## config.mk

```make
export PLATFORM = sky130hd
export DESIGN_NAME = usb_pd_prl_rx_flat
export DESIGN_NICKNAME = d
export VERILOG_FILES = /design/src/rtl/usb_pd_prl_rx_if.sv /design/src/rtl/usb_pd_prl_rx.sv /design/src/flat_wrapper.sv
export SDC_FILE = /design/constraint.sdc
export NUM_CORES = 1
export LEC_CHECK = 0
export ABC_CLOCK_PERIOD_IN_PS = 3100
export CELL_PAD_IN_SITES_DETAIL_PLACEMENT = 1
export CELL_PAD_IN_SITES_GLOBAL_PLACEMENT = 1
export CORE_UTILIZATION = 34
export CTS_CLUSTER_DIAMETER = 200
export DETAILED_ROUTE_END_ITERATION = 7
export GPL_TIMING_DRIVEN = 0
export PLACE_DENSITY_LB_ADDON = 0.1
export SETUP_SLACK_MARGIN = 0.4
export SLEW_MARGIN = 20
export SYNTH_ARGS = -nofsm -noshare
export SYNTH_HDL_FRONTEND = slang
export SYNTH_SLANG_ARGS = --single-unit
```

## constraint.sdc

```tcl
create_clock -name CLK -period 3.1 [get_ports CLK]
set_input_delay 0.62 -clock CLK [delete_from_list [all_inputs] [get_ports CLK]]
set_output_delay 0.62 -clock CLK [all_outputs]
set_load 0.01 [all_outputs]
```

## src/rtl/usb_pd_prl_rx_if.sv

```systemverilog
`default_nettype none
// +----------------------------------------------------------------------+
// | usb_pd_prl_rx_if : PHY, TCPM and RX-buffer signals of the PD RX path |
// | Revision: 1.0                                                        |
// +----------------------------------------------------------------------+
interface usb_pd_prl_rx_if;
  logic         PHY_RX_VALID;
  logic [2:0]   PHY_RX_FRAME_TYPE;
  logic [15:0]  PHY_RX_HEADER;
  logic [7:0]   PHY_RX_BYTE_COUNT;
  logic [223:0] PHY_RX_DATA;
  logic [7:0]   RECEIVE_DETECT;
  logic [15:0]  GOODCRC_HEADER_TEMPLATE;
  logic         GoodCRC_Transmit_Complete;
  logic         ALERT_CLEAR;

  logic         GoodCRC_Request;
  logic [15:0]  GoodCRC_HEADER;
  logic [7:0]   RX_BUF_FRAME_TYPE;
  logic [7:0]   RX_BUF_HEADER_BYTE_0;
  logic [7:0]   RX_BUF_HEADER_BYTE_1;
  logic [7:0]   RX_BUF_BYTE_COUNT;
  logic [223:0] RX_BUF_DATA_OBJECTS;
  logic         ALERT_ReceiveSOP_MessageStatus;
  logic         GoodCRC_Response;
  logic         ALERT_ReceivedHardReset;
  logic         PRL_Rx_Soft_Reset;

  modport master (
    output PHY_RX_VALID, PHY_RX_FRAME_TYPE, PHY_RX_HEADER, PHY_RX_BYTE_COUNT,
           PHY_RX_DATA, RECEIVE_DETECT, GOODCRC_HEADER_TEMPLATE,
           GoodCRC_Transmit_Complete, ALERT_CLEAR,
    input  GoodCRC_Request, GoodCRC_HEADER, RX_BUF_FRAME_TYPE,
           RX_BUF_HEADER_BYTE_0, RX_BUF_HEADER_BYTE_1, RX_BUF_BYTE_COUNT,
           RX_BUF_DATA_OBJECTS, ALERT_ReceiveSOP_MessageStatus,
           GoodCRC_Response, ALERT_ReceivedHardReset, PRL_Rx_Soft_Reset
  );

  modport slave (
    input  PHY_RX_VALID, PHY_RX_FRAME_TYPE, PHY_RX_HEADER, PHY_RX_BYTE_COUNT,
           PHY_RX_DATA, RECEIVE_DETECT, GOODCRC_HEADER_TEMPLATE,
           GoodCRC_Transmit_Complete, ALERT_CLEAR,
    output GoodCRC_Request, GoodCRC_HEADER, RX_BUF_FRAME_TYPE,
           RX_BUF_HEADER_BYTE_0, RX_BUF_HEADER_BYTE_1, RX_BUF_BYTE_COUNT,
           RX_BUF_DATA_OBJECTS, ALERT_ReceiveSOP_MessageStatus,
           GoodCRC_Response, ALERT_ReceivedHardReset, PRL_Rx_Soft_Reset
  );
endinterface
`default_nettype wire

```

## src/rtl/usb_pd_prl_rx.sv

```systemverilog
`default_nettype none
// +----------------------------------------------------------------------+
// | usb_pd_prl_rx : USB PD protocol-layer receive FSM (GoodCRC, dedup)   |
// | Revision: 1.0                                                        |
// +----------------------------------------------------------------------+
module usb_pd_prl_rx #(
  parameter int GOODCRC_TIMEOUT = 8
) (
  input  logic           CLK,
  input  logic           RESET,
  usb_pd_prl_rx_if.slave bus
);

  localparam int CNT_W = (GOODCRC_TIMEOUT > 1) ? $clog2(GOODCRC_TIMEOUT) : 1;
  localparam logic [CNT_W-1:0] CNT_LAST      = CNT_W'(GOODCRC_TIMEOUT - 1);
  localparam logic [2:0]       FT_HARD_RESET = 3'd5;
  localparam logic [2:0]       FT_MAX        = 3'd6;
  localparam logic [4:0]       MT_GOODCRC    = 5'h01;
  localparam logic [4:0]       MT_SOFT_RESET = 5'h0D;

  typedef enum logic [1:0] {
    WAIT_FOR_PHY_MESSAGE = 2'd0,
    SEND_GOODCRC         = 2'd1,
    CHECK_MESSAGEID      = 2'd2,
    STORE_MESSAGE        = 2'd3
  } state_t;

  state_t state, state_next;

  logic [2:0]       cap_frame;
  logic [15:0]      cap_header;
  logic [7:0]       cap_byte_count;
  logic [223:0]     cap_data;
  logic [CNT_W-1:0] crc_cnt;
  logic [2:0]       stored_id [5];
  logic [4:0]       id_valid;

  logic [7:0]       buf_frame_type;
  logic [15:0]      buf_header;
  logic [7:0]       buf_byte_count;
  logic [223:0]     buf_data;
  logic             alert;
  logic             goodcrc_response;
  logic             hard_reset_pulse;
  logic             soft_reset_pulse;

  logic             accept;
  logic             goodcrc_rx;
  logic             store;

  logic [2:0] rx_frame;
  logic       rx_enabled;
  logic       rx_hard_reset;
  logic       rx_sop;
  logic       rx_goodcrc;
  logic [2:0] cap_id;
  logic       cap_soft_reset;
  logic       cap_duplicate;

  assign rx_frame      = bus.PHY_RX_FRAME_TYPE;
  assign rx_enabled    = bus.PHY_RX_VALID && (rx_frame <= FT_MAX) && bus.RECEIVE_DETECT[rx_frame];
  assign rx_hard_reset = rx_enabled && (rx_frame == FT_HARD_RESET);
  assign rx_sop        = rx_enabled && (rx_frame < FT_HARD_RESET);
  assign rx_goodcrc    = (bus.PHY_RX_HEADER[4:0] == MT_GOODCRC) && (bus.PHY_RX_HEADER[14:12] == 3'd0);

  assign cap_id         = cap_header[11:9];
  assign cap_soft_reset = (cap_header[4:0] == MT_SOFT_RESET) && (cap_header[14:12] == 3'd0);
  // Soft_Reset restarts the ID sequence, so it is never treated as a retry.
  assign cap_duplicate  = !cap_soft_reset && id_valid[cap_frame] && (stored_id[cap_frame] == cap_id);

  always_comb begin
    state_next = state;
    accept     = 1'b0;
    goodcrc_rx = 1'b0;
    store      = 1'b0;
    case (state)
      WAIT_FOR_PHY_MESSAGE: begin
        if (rx_sop) begin
          if (rx_goodcrc) begin
            goodcrc_rx = 1'b1;
          end else if (!alert) begin
            accept     = 1'b1;
            state_next = SEND_GOODCRC;
          end
        end
      end
      SEND_GOODCRC: begin
        if (bus.GoodCRC_Transmit_Complete) begin
          state_next = CHECK_MESSAGEID;
        end else if (crc_cnt == CNT_LAST) begin
          state_next = WAIT_FOR_PHY_MESSAGE;
        end
      end
      CHECK_MESSAGEID: begin
        state_next = cap_duplicate ? WAIT_FOR_PHY_MESSAGE : STORE_MESSAGE;
      end
      STORE_MESSAGE: begin
        store      = 1'b1;
        state_next = WAIT_FOR_PHY_MESSAGE;
      end
      default: state_next = WAIT_FOR_PHY_MESSAGE;
    endcase
    // Hard Reset pre-empts whatever message is in flight.
    if (rx_hard_reset) begin
      state_next = WAIT_FOR_PHY_MESSAGE;
      accept     = 1'b0;
      store      = 1'b0;
    end
  end

  always_ff @(posedge CLK) begin
    if (RESET) begin
      state <= WAIT_FOR_PHY_MESSAGE;
    end else begin
      state <= state_next;
    end
  end

  always_ff @(posedge CLK) begin
    if (RESET) begin
      cap_frame        <= '0;
      cap_header       <= '0;
      cap_byte_count   <= '0;
      cap_data         <= '0;
      crc_cnt          <= '0;
      id_valid         <= '0;
      for (int i = 0; i < 5; i++) begin
        stored_id[i] <= '0;
      end
      buf_frame_type   <= '0;
      buf_header       <= '0;
      buf_byte_count   <= '0;
      buf_data         <= '0;
      alert            <= 1'b0;
      goodcrc_response <= 1'b0;
      hard_reset_pulse <= 1'b0;
      soft_reset_pulse <= 1'b0;
    end else begin
      goodcrc_response <= 1'b0;
      hard_reset_pulse <= 1'b0;
      soft_reset_pulse <= 1'b0;

      if (accept) begin
        cap_frame      <= rx_frame;
        cap_header     <= bus.PHY_RX_HEADER;
        cap_byte_count <= bus.PHY_RX_BYTE_COUNT;
        cap_data       <= bus.PHY_RX_DATA;
      end

      crc_cnt <= (state == SEND_GOODCRC) ? crc_cnt + 1'b1 : '0;

      if (goodcrc_rx) begin
        buf_frame_type   <= {5'd0, rx_frame};
        buf_header       <= bus.PHY_RX_HEADER;
        goodcrc_response <= 1'b1;
      end

      if (rx_hard_reset) begin
        hard_reset_pulse <= 1'b1;
        id_valid         <= '0;
      end

      if (bus.ALERT_CLEAR) begin
        alert <= 1'b0;
      end

      // Placed after the clear so a same-cycle store keeps the alert set.
      if (store) begin
        buf_frame_type       <= {5'd0, cap_frame};
        buf_header           <= cap_header;
        buf_byte_count       <= cap_byte_count;
        buf_data             <= cap_data;
        alert                <= 1'b1;
        stored_id[cap_frame] <= cap_id;
        if (cap_soft_reset) begin
          id_valid         <= '0;
          soft_reset_pulse <= 1'b1;
        end
        id_valid[cap_frame] <= 1'b1;
      end
    end
  end

  assign bus.GoodCRC_Request = (state == SEND_GOODCRC);
  assign bus.GoodCRC_HEADER  = (state == SEND_GOODCRC) ?
      {bus.GOODCRC_HEADER_TEMPLATE[15], 3'd0, cap_id, bus.GOODCRC_HEADER_TEMPLATE[8:5], MT_GOODCRC} :
      16'd0;

  assign bus.RX_BUF_FRAME_TYPE              = buf_frame_type;
  assign bus.RX_BUF_HEADER_BYTE_0           = buf_header[7:0];
  assign bus.RX_BUF_HEADER_BYTE_1           = buf_header[15:8];
  assign bus.RX_BUF_BYTE_COUNT              = buf_byte_count;
  assign bus.RX_BUF_DATA_OBJECTS            = buf_data;
  assign bus.ALERT_ReceiveSOP_MessageStatus = alert;
  assign bus.GoodCRC_Response               = goodcrc_response;
  assign bus.ALERT_ReceivedHardReset        = hard_reset_pulse;
  assign bus.PRL_Rx_Soft_Reset              = soft_reset_pulse;

endmodule
`default_nettype wire

```

## src/flat_wrapper.sv

```systemverilog
// flat-port wrapper written by rule: the top's interface ports become plain ports
module usb_pd_prl_rx_flat 
#(
  parameter int GOODCRC_TIMEOUT = 8
)
  (CLK, RESET, bus_PHY_RX_VALID, bus_PHY_RX_FRAME_TYPE, bus_PHY_RX_HEADER, bus_PHY_RX_BYTE_COUNT, bus_PHY_RX_DATA, bus_RECEIVE_DETECT, bus_GOODCRC_HEADER_TEMPLATE, bus_GoodCRC_Transmit_Complete, bus_ALERT_CLEAR, bus_GoodCRC_Request, bus_GoodCRC_HEADER, bus_RX_BUF_FRAME_TYPE, bus_RX_BUF_HEADER_BYTE_0, bus_RX_BUF_HEADER_BYTE_1, bus_RX_BUF_BYTE_COUNT, bus_RX_BUF_DATA_OBJECTS, bus_ALERT_ReceiveSOP_MessageStatus, bus_GoodCRC_Response, bus_ALERT_ReceivedHardReset, bus_PRL_Rx_Soft_Reset);
  usb_pd_prl_rx_if bus_i ();
  input  logic CLK;
  input  logic RESET;
  input wire logic [$bits(bus_i.PHY_RX_VALID)-1:0] bus_PHY_RX_VALID;
  input wire logic [$bits(bus_i.PHY_RX_FRAME_TYPE)-1:0] bus_PHY_RX_FRAME_TYPE;
  input wire logic [$bits(bus_i.PHY_RX_HEADER)-1:0] bus_PHY_RX_HEADER;
  input wire logic [$bits(bus_i.PHY_RX_BYTE_COUNT)-1:0] bus_PHY_RX_BYTE_COUNT;
  input wire logic [$bits(bus_i.PHY_RX_DATA)-1:0] bus_PHY_RX_DATA;
  input wire logic [$bits(bus_i.RECEIVE_DETECT)-1:0] bus_RECEIVE_DETECT;
  input wire logic [$bits(bus_i.GOODCRC_HEADER_TEMPLATE)-1:0] bus_GOODCRC_HEADER_TEMPLATE;
  input wire logic [$bits(bus_i.GoodCRC_Transmit_Complete)-1:0] bus_GoodCRC_Transmit_Complete;
  input wire logic [$bits(bus_i.ALERT_CLEAR)-1:0] bus_ALERT_CLEAR;
  output wire logic [$bits(bus_i.GoodCRC_Request)-1:0] bus_GoodCRC_Request;
  output wire logic [$bits(bus_i.GoodCRC_HEADER)-1:0] bus_GoodCRC_HEADER;
  output wire logic [$bits(bus_i.RX_BUF_FRAME_TYPE)-1:0] bus_RX_BUF_FRAME_TYPE;
  output wire logic [$bits(bus_i.RX_BUF_HEADER_BYTE_0)-1:0] bus_RX_BUF_HEADER_BYTE_0;
  output wire logic [$bits(bus_i.RX_BUF_HEADER_BYTE_1)-1:0] bus_RX_BUF_HEADER_BYTE_1;
  output wire logic [$bits(bus_i.RX_BUF_BYTE_COUNT)-1:0] bus_RX_BUF_BYTE_COUNT;
  output wire logic [$bits(bus_i.RX_BUF_DATA_OBJECTS)-1:0] bus_RX_BUF_DATA_OBJECTS;
  output wire logic [$bits(bus_i.ALERT_ReceiveSOP_MessageStatus)-1:0] bus_ALERT_ReceiveSOP_MessageStatus;
  output wire logic [$bits(bus_i.GoodCRC_Response)-1:0] bus_GoodCRC_Response;
  output wire logic [$bits(bus_i.ALERT_ReceivedHardReset)-1:0] bus_ALERT_ReceivedHardReset;
  output wire logic [$bits(bus_i.PRL_Rx_Soft_Reset)-1:0] bus_PRL_Rx_Soft_Reset;
  assign bus_i.PHY_RX_VALID = bus_PHY_RX_VALID;
  assign bus_i.PHY_RX_FRAME_TYPE = bus_PHY_RX_FRAME_TYPE;
  assign bus_i.PHY_RX_HEADER = bus_PHY_RX_HEADER;
  assign bus_i.PHY_RX_BYTE_COUNT = bus_PHY_RX_BYTE_COUNT;
  assign bus_i.PHY_RX_DATA = bus_PHY_RX_DATA;
  assign bus_i.RECEIVE_DETECT = bus_RECEIVE_DETECT;
  assign bus_i.GOODCRC_HEADER_TEMPLATE = bus_GOODCRC_HEADER_TEMPLATE;
  assign bus_i.GoodCRC_Transmit_Complete = bus_GoodCRC_Transmit_Complete;
  assign bus_i.ALERT_CLEAR = bus_ALERT_CLEAR;
  assign bus_GoodCRC_Request = bus_i.GoodCRC_Request;
  assign bus_GoodCRC_HEADER = bus_i.GoodCRC_HEADER;
  assign bus_RX_BUF_FRAME_TYPE = bus_i.RX_BUF_FRAME_TYPE;
  assign bus_RX_BUF_HEADER_BYTE_0 = bus_i.RX_BUF_HEADER_BYTE_0;
  assign bus_RX_BUF_HEADER_BYTE_1 = bus_i.RX_BUF_HEADER_BYTE_1;
  assign bus_RX_BUF_BYTE_COUNT = bus_i.RX_BUF_BYTE_COUNT;
  assign bus_RX_BUF_DATA_OBJECTS = bus_i.RX_BUF_DATA_OBJECTS;
  assign bus_ALERT_ReceiveSOP_MessageStatus = bus_i.ALERT_ReceiveSOP_MessageStatus;
  assign bus_GoodCRC_Response = bus_i.GoodCRC_Response;
  assign bus_ALERT_ReceivedHardReset = bus_i.ALERT_ReceivedHardReset;
  assign bus_PRL_Rx_Soft_Reset = bus_i.PRL_Rx_Soft_Reset;
  usb_pd_prl_rx #(.GOODCRC_TIMEOUT(GOODCRC_TIMEOUT)) u_core (.CLK(CLK), .RESET(RESET), .bus(bus_i));
endmodule
```

==> metrics.txt, run 1 <==
Iter 0 DRT Violations=approximately 640; die width=239 µm; row cnt=86; Worst slew margin=41.8%; worst-path maximum fanout=10; Leak=about 9.4 nW; Crit. Startpoint=RESET; vias per cell=4.81; clk buf depth=3; Async S/R FF share, synth=0%; Cells after DPL=3,639; core footprint=0.0554 mm²; Final Max Slew Viols=0; initial antenna violation count=13; Worst Setup End Kind=flop; cells along the critical path=clkdlybuf4s50_1, clkbuf_1, clkbuf_1, clkbuf_1, a21oi_1; final instance count without filler cells=3,755; run status=completed; Critical Path Source Type=input port; Least-Margin Pin Slew=0.873 ns; routability cong.=between 0.8 and 0.9; EDFF count, synth=24; synthesized area per cell=8.15 µm²; Avg WL per Cell=about 19 µm; IO buf count=between 500 and 600; total gr overflow=0; sequential element share of the synthesized area=58.0%; Synth cell types=46; most frequent cell on the critical path=clkbuf_1; Num CTS Buffers=59; Max stage delay on crit path=between 0.7 and 0.8 ns; fmax=382 MHz; minimum clock period=2.62 ns; max-cap violations=0; Final period util=84.4%; Die Area=0.0573 mm²; RSZ-0062 raised after global routing=yes; Clk Latency, worst-skew pair=0.62 ns; yosys warns=0; CP Class=input port to flop; ANT nets after route=0; starting density of the core=~35%; DRC errors left=0; largest cells by area after synthesis=dfxtp_1, nand2_1, a21oi_1; register bit count reported by yosys=543; die height=around 240 µm; CTS tree=built; CTS Sinks=around 540; clk slew on worst S/H paths=about 0.060 ns; DRT Pass-1 Iters=5; # setup viols final=0; Worst Skew=0.0339 ns; leading area contributor after synthesis=dfxtp_1; HP Class=flop to flop; VDD IR max=0.434 mV; final WL=70.9 mm; H-Tree Depth=2; Area Overhead vs Synth=43.8%; slowest stage cell, crit path=clkbuf_1; via count=18,100; Primary FF master, synth=dfxtp_1; largest net degree at the start of global routing=16; worst r2r src=u_core.state[0]$_SDFFE_PP0P_; CTS Hold Bufs=0; hold path startpoint=u_core.crc_cnt[0]$_SDFF_PP0_; Critical Path RT=3.57 ns; Total GRT Usage=24.2%; Synth top area share=54.2%; # IOs=557; final count of hold timing violations=0; power per cell area=560 mW/mm²; number of nets in the layout=around 3,200; Layout Utilization=49.7%; vias in the first global route=around 19,000; post-detail-place hpwl=~53 mm; first-pass GRT wire length=106 mm; worst path arrival time=slightly above 3 ns; CTS root buf=clkbuf_16; Synth Cell Area=0.0192 mm²; cells after synthesis=2,349; fraction of final layout cells sized beyond drive strength 1=6.56%
logic make-up (layout without fill, tap and decap cells):
family	count (synthesis)	in the layout	share of synthesized area [%]
adder cells (fa/ha/maj)	2	2	0.131
AND/OR/NAND/NOR	1060	1060	21.7
buffers and inverters	195	837	4.41
flip-flops	543	543	58.0
other	1	17	0.0196
XOR/XNOR	3	3	0.137
AO/OA/AOI/OAI	532	532	14.5
multiplexers	13	13	1.15
worst max-delay path, delay by kind of cell:
kind	cells	cell delay, ns
buf+inv	4	2.38
compound gates	1	0.08
flip-flops by register name, summed over array words and instances (netlist names), named ones only:
register / count
u_core.cap_data: 224
u_core.cap_byte_count: 8
u_core.bus.ALERT_ReceivedHardReset: 1
u_core.stored_id: 24
u_core.cap_frame: 3
u_core.bus.PRL_Rx_Soft_Reset: 1
u_core.id_valid: 5
u_core.bus.ALERT_ReceiveSOP_MessageStatus: 1
u_core.bus.RX_BUF_BYTE_COUNT: 8
u_core.cap_header: 16
u_core.state: 2
u_core.buf_header: 16
u_core.crc_cnt: 3
u_core.bus.RX_BUF_FRAME_TYPE: 3
u_core.bus.RX_BUF_DATA_OBJECTS: 224
u_core.bus.GoodCRC_Response: 1
per-stage QoR:
stage / hold WS, ns / TNS [ns] / power (mW) / cell area, µm² / setup slack [ns]
global route: 0.450 / 0 / 16.0 / 27500 / 0.334
finish: 0.431 / 0 / 15.4 / 27600 / 0.483
global placement: 0.418 / -344.37 / 8.56 / 25400 / -1.13
floorplan: 0.408 / 0 / 7.97 / 19200 / 0.641
CTS: 0.436 / 0 / 15.6 / 27500 / 0.327
detailed placement: 0.427 / -363.99 / 8.60 / 25400 / -1.18
report_power, final:
group	total [mW]	leakage, nW	internal [mW]	switching [mW]
clock network	6.97	0.951	4.13	2.84
logic	1.16	4.04	0.544	0.613
registers	7.31	4.45	7.21	0.0984
total	15.4	9.43	11.9	3.55
metal layers:
| layer | GRT usage, % | vias up | wire, µm |
|---|---|---|---|
| met5 | 0 | - | 103 |
| met4 | 8.86 | 16 | 2210 |
| met3 | 7.49 | 127 | 5190 |
| met2 | 43.3 | 403 | 35900 |
| met1 | 26.6 | 8693 | 27400 |
| li1 | - | 8826 | - |
final cells by class:
class	instances	area, µm²
Fill cell	6658	27900
Sequential cell	543	11100
Multi-Input combinational cell	1622	7300
Timing Repair Buffer	538	5360
Clock buffer	96	1860
Tap cell	748	936
Buffer	190	870
Clock inverter	7	77.6
Inverter	5	21.3
Antenna cell	5	12.5
Timing Repair inverter	1	7.51
synthesized netlist by cell type, types with 3 or more instances:
cell / number
a21o_1: 6
a21oi_1: 496
a22oi_1: 9
a2bb2oi_1: 7
and2_1: 24
buf_1: 3
buf_2: 48
buf_4: 14
clkbuf_1: 125
dfxtp_1: 519
edfxtp_1: 24
inv_1: 4
mux2i_1: 4
mux4_2: 7
nand2_1: 986
nand2b_1: 6
nand3b_1: 3
nor2_1: 14
nor3_1: 6
nor4_1: 4
or2_2: 4
xor2_1: 3
path summary, 6_finish.rpt:
kind | slack (ns) | to | cells after the start
hold reg to reg | 0.43 | u_core.crc_cnt[0]$_SDFF_PP0_ | 1
setup / recovery | 0.48 | u_core.bus.RX_BUF_DATA_OBJECTS[219]$_SDFFE_PP0P_ | 5
setup reg to reg | 0.71 | u_core.cap_data[52]$_SDFFE_PP0P_ | 8
hold / removal | 0.43 | u_core.crc_cnt[0]$_SDFF_PP0_ | 1
placed cells by master (no fill, tap or decap), types with 6 or more instances in the layout:
| cell type | n |
|---|---|
| a21o_1 | 6 |
| a21oi_1 | 496 |
| a22oi_1 | 9 |
| a2bb2oi_1 | 7 |
| and2_1 | 24 |
| buf_2 | 41 |
| buf_4 | 21 |
| clkbuf_1 | 125 |
| clkbuf_16 | 61 |
| clkbuf_2 | 12 |
| clkbuf_4 | 6 |
| clkbuf_8 | 20 |
| clkdlybuf4s50_1 | 526 |
| conb_1 | 12 |
| dfxtp_1 | 518 |
| edfxtp_1 | 24 |
| mux4_2 | 7 |
| nand2_1 | 986 |
| nor2_1 | 13 |
| nor3_1 | 6 |
repair_timing:
item,in CTS,in global routing
buffers inserted,5,2
gates resized for setup,27,18
cloned,1,0
endpoints found under the setup margin,533,300
pin swaps,1,0
(Power assumes the default switching activity.)
==> run 2, diff against run 1 <==
--- a/config.mk
+++ b/config.mk
@@ -5,7 +5,7 @@
 export SDC_FILE = /design/constraint.sdc
 export NUM_CORES = 1
 export LEC_CHECK = 0
-export ABC_CLOCK_PERIOD_IN_PS = 3100
+export ABC_CLOCK_PERIOD_IN_PS = 2650
 export CELL_PAD_IN_SITES_DETAIL_PLACEMENT = 1
 export CELL_PAD_IN_SITES_GLOBAL_PLACEMENT = 1
 export CORE_UTILIZATION = 34
==> constraint.sdc (replaced) <==
create_clock -name CLK -period 2.65 [get_ports CLK]
set_input_delay 0.53 -clock CLK [delete_from_list [all_inputs] [get_ports CLK]]
set_output_delay 0.53 -clock CLK [all_outputs]
set_load 0.01 [all_outputs]
==> metrics.txt, run 2 (synthesis gave the netlist of run 1 again) <==
Avg WL per Cell=18.9 µm; Critical Path RT=just over 3 ns; CP Class=flop to flop; Total GRT Usage=about a quarter; vias per cell=4.79; H-Tree Depth=2; Clk Latency, worst-skew pair=0.61 ns; final count of hold timing violations=0; combinational group share of total power=7.8%; leading cell type in the layout, fill and taps excluded=nand2_1; # IOs=557; Final Max Slew Viols=0; number of nets in the layout=3,253; largest net degree at the start of global routing=15; Critical Path Source Type=flop; fraction of final layout cells sized beyond drive strength 1=9.54%; final WL=71.4 mm; CTS tree=built; IO buf count=531; max-cap violations=0; Cells after DPL=3,639; Worst slew margin=59.4%; clock network fraction of total power=46.1%; Num CTS Buffers=59; NetSw=between 4 and 5 mW; Leak=around 9.9 nW; VDD IR max=0.573 mV; RSZ-0062 raised after global routing=yes; Die Area=about 0.057 mm²; power per cell area=660 mW/mm²; # fillers=~6,600; HP Class=input port to flop; clk slew on worst S/H paths=0.06 ns; die width=239 µm; fmax=448 MHz; first-pass GRT wire length=106 mm; minimum clock period=about 2.2 ns; routability cong.=roughly 0.85; total gr overflow=0; Iter 0 DRT Violations=697; sequential share of power=46.0%; Least-Margin Pin Slew=0.603 ns; Worst Setup End Kind=flop; Area Overhead vs Synth=46.9%; final instance count without filler cells=3,776; core footprint=around 0.055 mm²; starting density of the core=34.6%; DRT Pass-1 Iters=5; most frequent cells in the layout=nand2_1, dfxtp_1, clkdlybuf4s50_1, a21oi_1, clkbuf_1; internal power=approximately 14 mW; clk buf depth=3; worst path arrival time=2.69 ns; run status=completed; worst-path maximum fanout=10; ANT nets after route=0; Final Power=18.6 mW; die height=239 µm; post-detail-place hpwl=53.2 mm; row cnt=86; via count=18,100; DRC errors left=0; Switching Share=about 23%; CTS root buf=clkbuf_16; Final period util=a little over four fifths; CTS Sinks=around 540; initial antenna violation count=19; worst hold slack=~0.34 ns; Worst Skew=0.0223 ns; # setup viols final=0; Layout Utilization=50.8%; vias in the first global route=18,700
run 2: cell type report:
type                       count  area (µm²)  share of cell area [%]
sequential                   543       11100                    39.5
clock buffer                  95        1880                    6.68
antenna                        9        22.5                  0.0801
tap                          748         936                    3.33
buffer                       190        1140                    4.07
multi-input combinational   1622        7360                    26.2
timing repair inverter         1        7.51                  0.0267
clock inverter                14         170                   0.605
timing repair buffer         549        5480                    19.5
inverter                       5        21.3                  0.0756
run 2: path summary, 6_finish.rpt:
path / from / endpoint / slack, ns / cells past startpoint
min: bus_PHY_RX_FRAME_TYPE[0] / u_core.cap_frame[0]$_SDFFE_PP0P_ / 0.34 / 3
min reg2reg: u_core.crc_cnt[0]$_SDFF_PP0_ / u_core.crc_cnt[0]$_SDFF_PP0_ / 0.43 / 1
max: u_core.state[1]$_SDFFE_PP0P_ / u_core.cap_data[42]$_SDFFE_PP0P_ / 0.42 / 8
max reg2reg: u_core.state[1]$_SDFFE_PP0P_ / u_core.cap_data[42]$_SDFFE_PP0P_ / 0.42 / 8
run 2: layer usage:
metal / global-route usage, % / vias up / part of all wire (%)
met5: 0 / - / 0.16
met4: 9.15 / 18 / 3.0
met3: 7.02 / 123 / 6.8
met2: 42.6 / 406 / 50
met1: 27.2 / 8699 / 40
li1: - / 8859 / -
run 2: through the flow:
stage	instance area (µm²)	setup TNS (ns)	worst slack (ns)
global placement	25500	-537.46	-1.49
CTS	27800	0	0.287
detailed placement	25500	-557.70	-1.52
finish	28100	0	0.417
floorplan	19200	0	0.401
global route	28100	0	0.354
run 2: power groups by stage:
stage          clock [mW]  combinational, mW  sequential, mW
2_1_floorplan           0              0.625            8.70
3_3_place_gp            0               1.30            8.72
3_5_place_dp            0               1.33            8.73
4_1_cts              8.72               1.39            8.55
5_1_grt              9.07               1.59            8.57
6_report             8.57               1.46            8.55
run 2: what timing repair did:
item / in CTS / in global routing
endpoints found under the setup margin: 553 / 360
hold buffers: 0 / 0
setup buffers: 10 / 5
pin swaps: 2 / 2
cloned: 1 / 3
gates resized for setup: 118 / 112
run 2: worst max-delay path, cell delays in order, from the launching register on:
cell and delay (ns):
dfxtp_2 0.33, or3b_4 0.41, nand2b_4 0.18, or4_4 0.52
buf_12 0.17, clkbuf_16 0.17, buf_8 0.14, nand2_1 0.09
a21oi_2 0.06
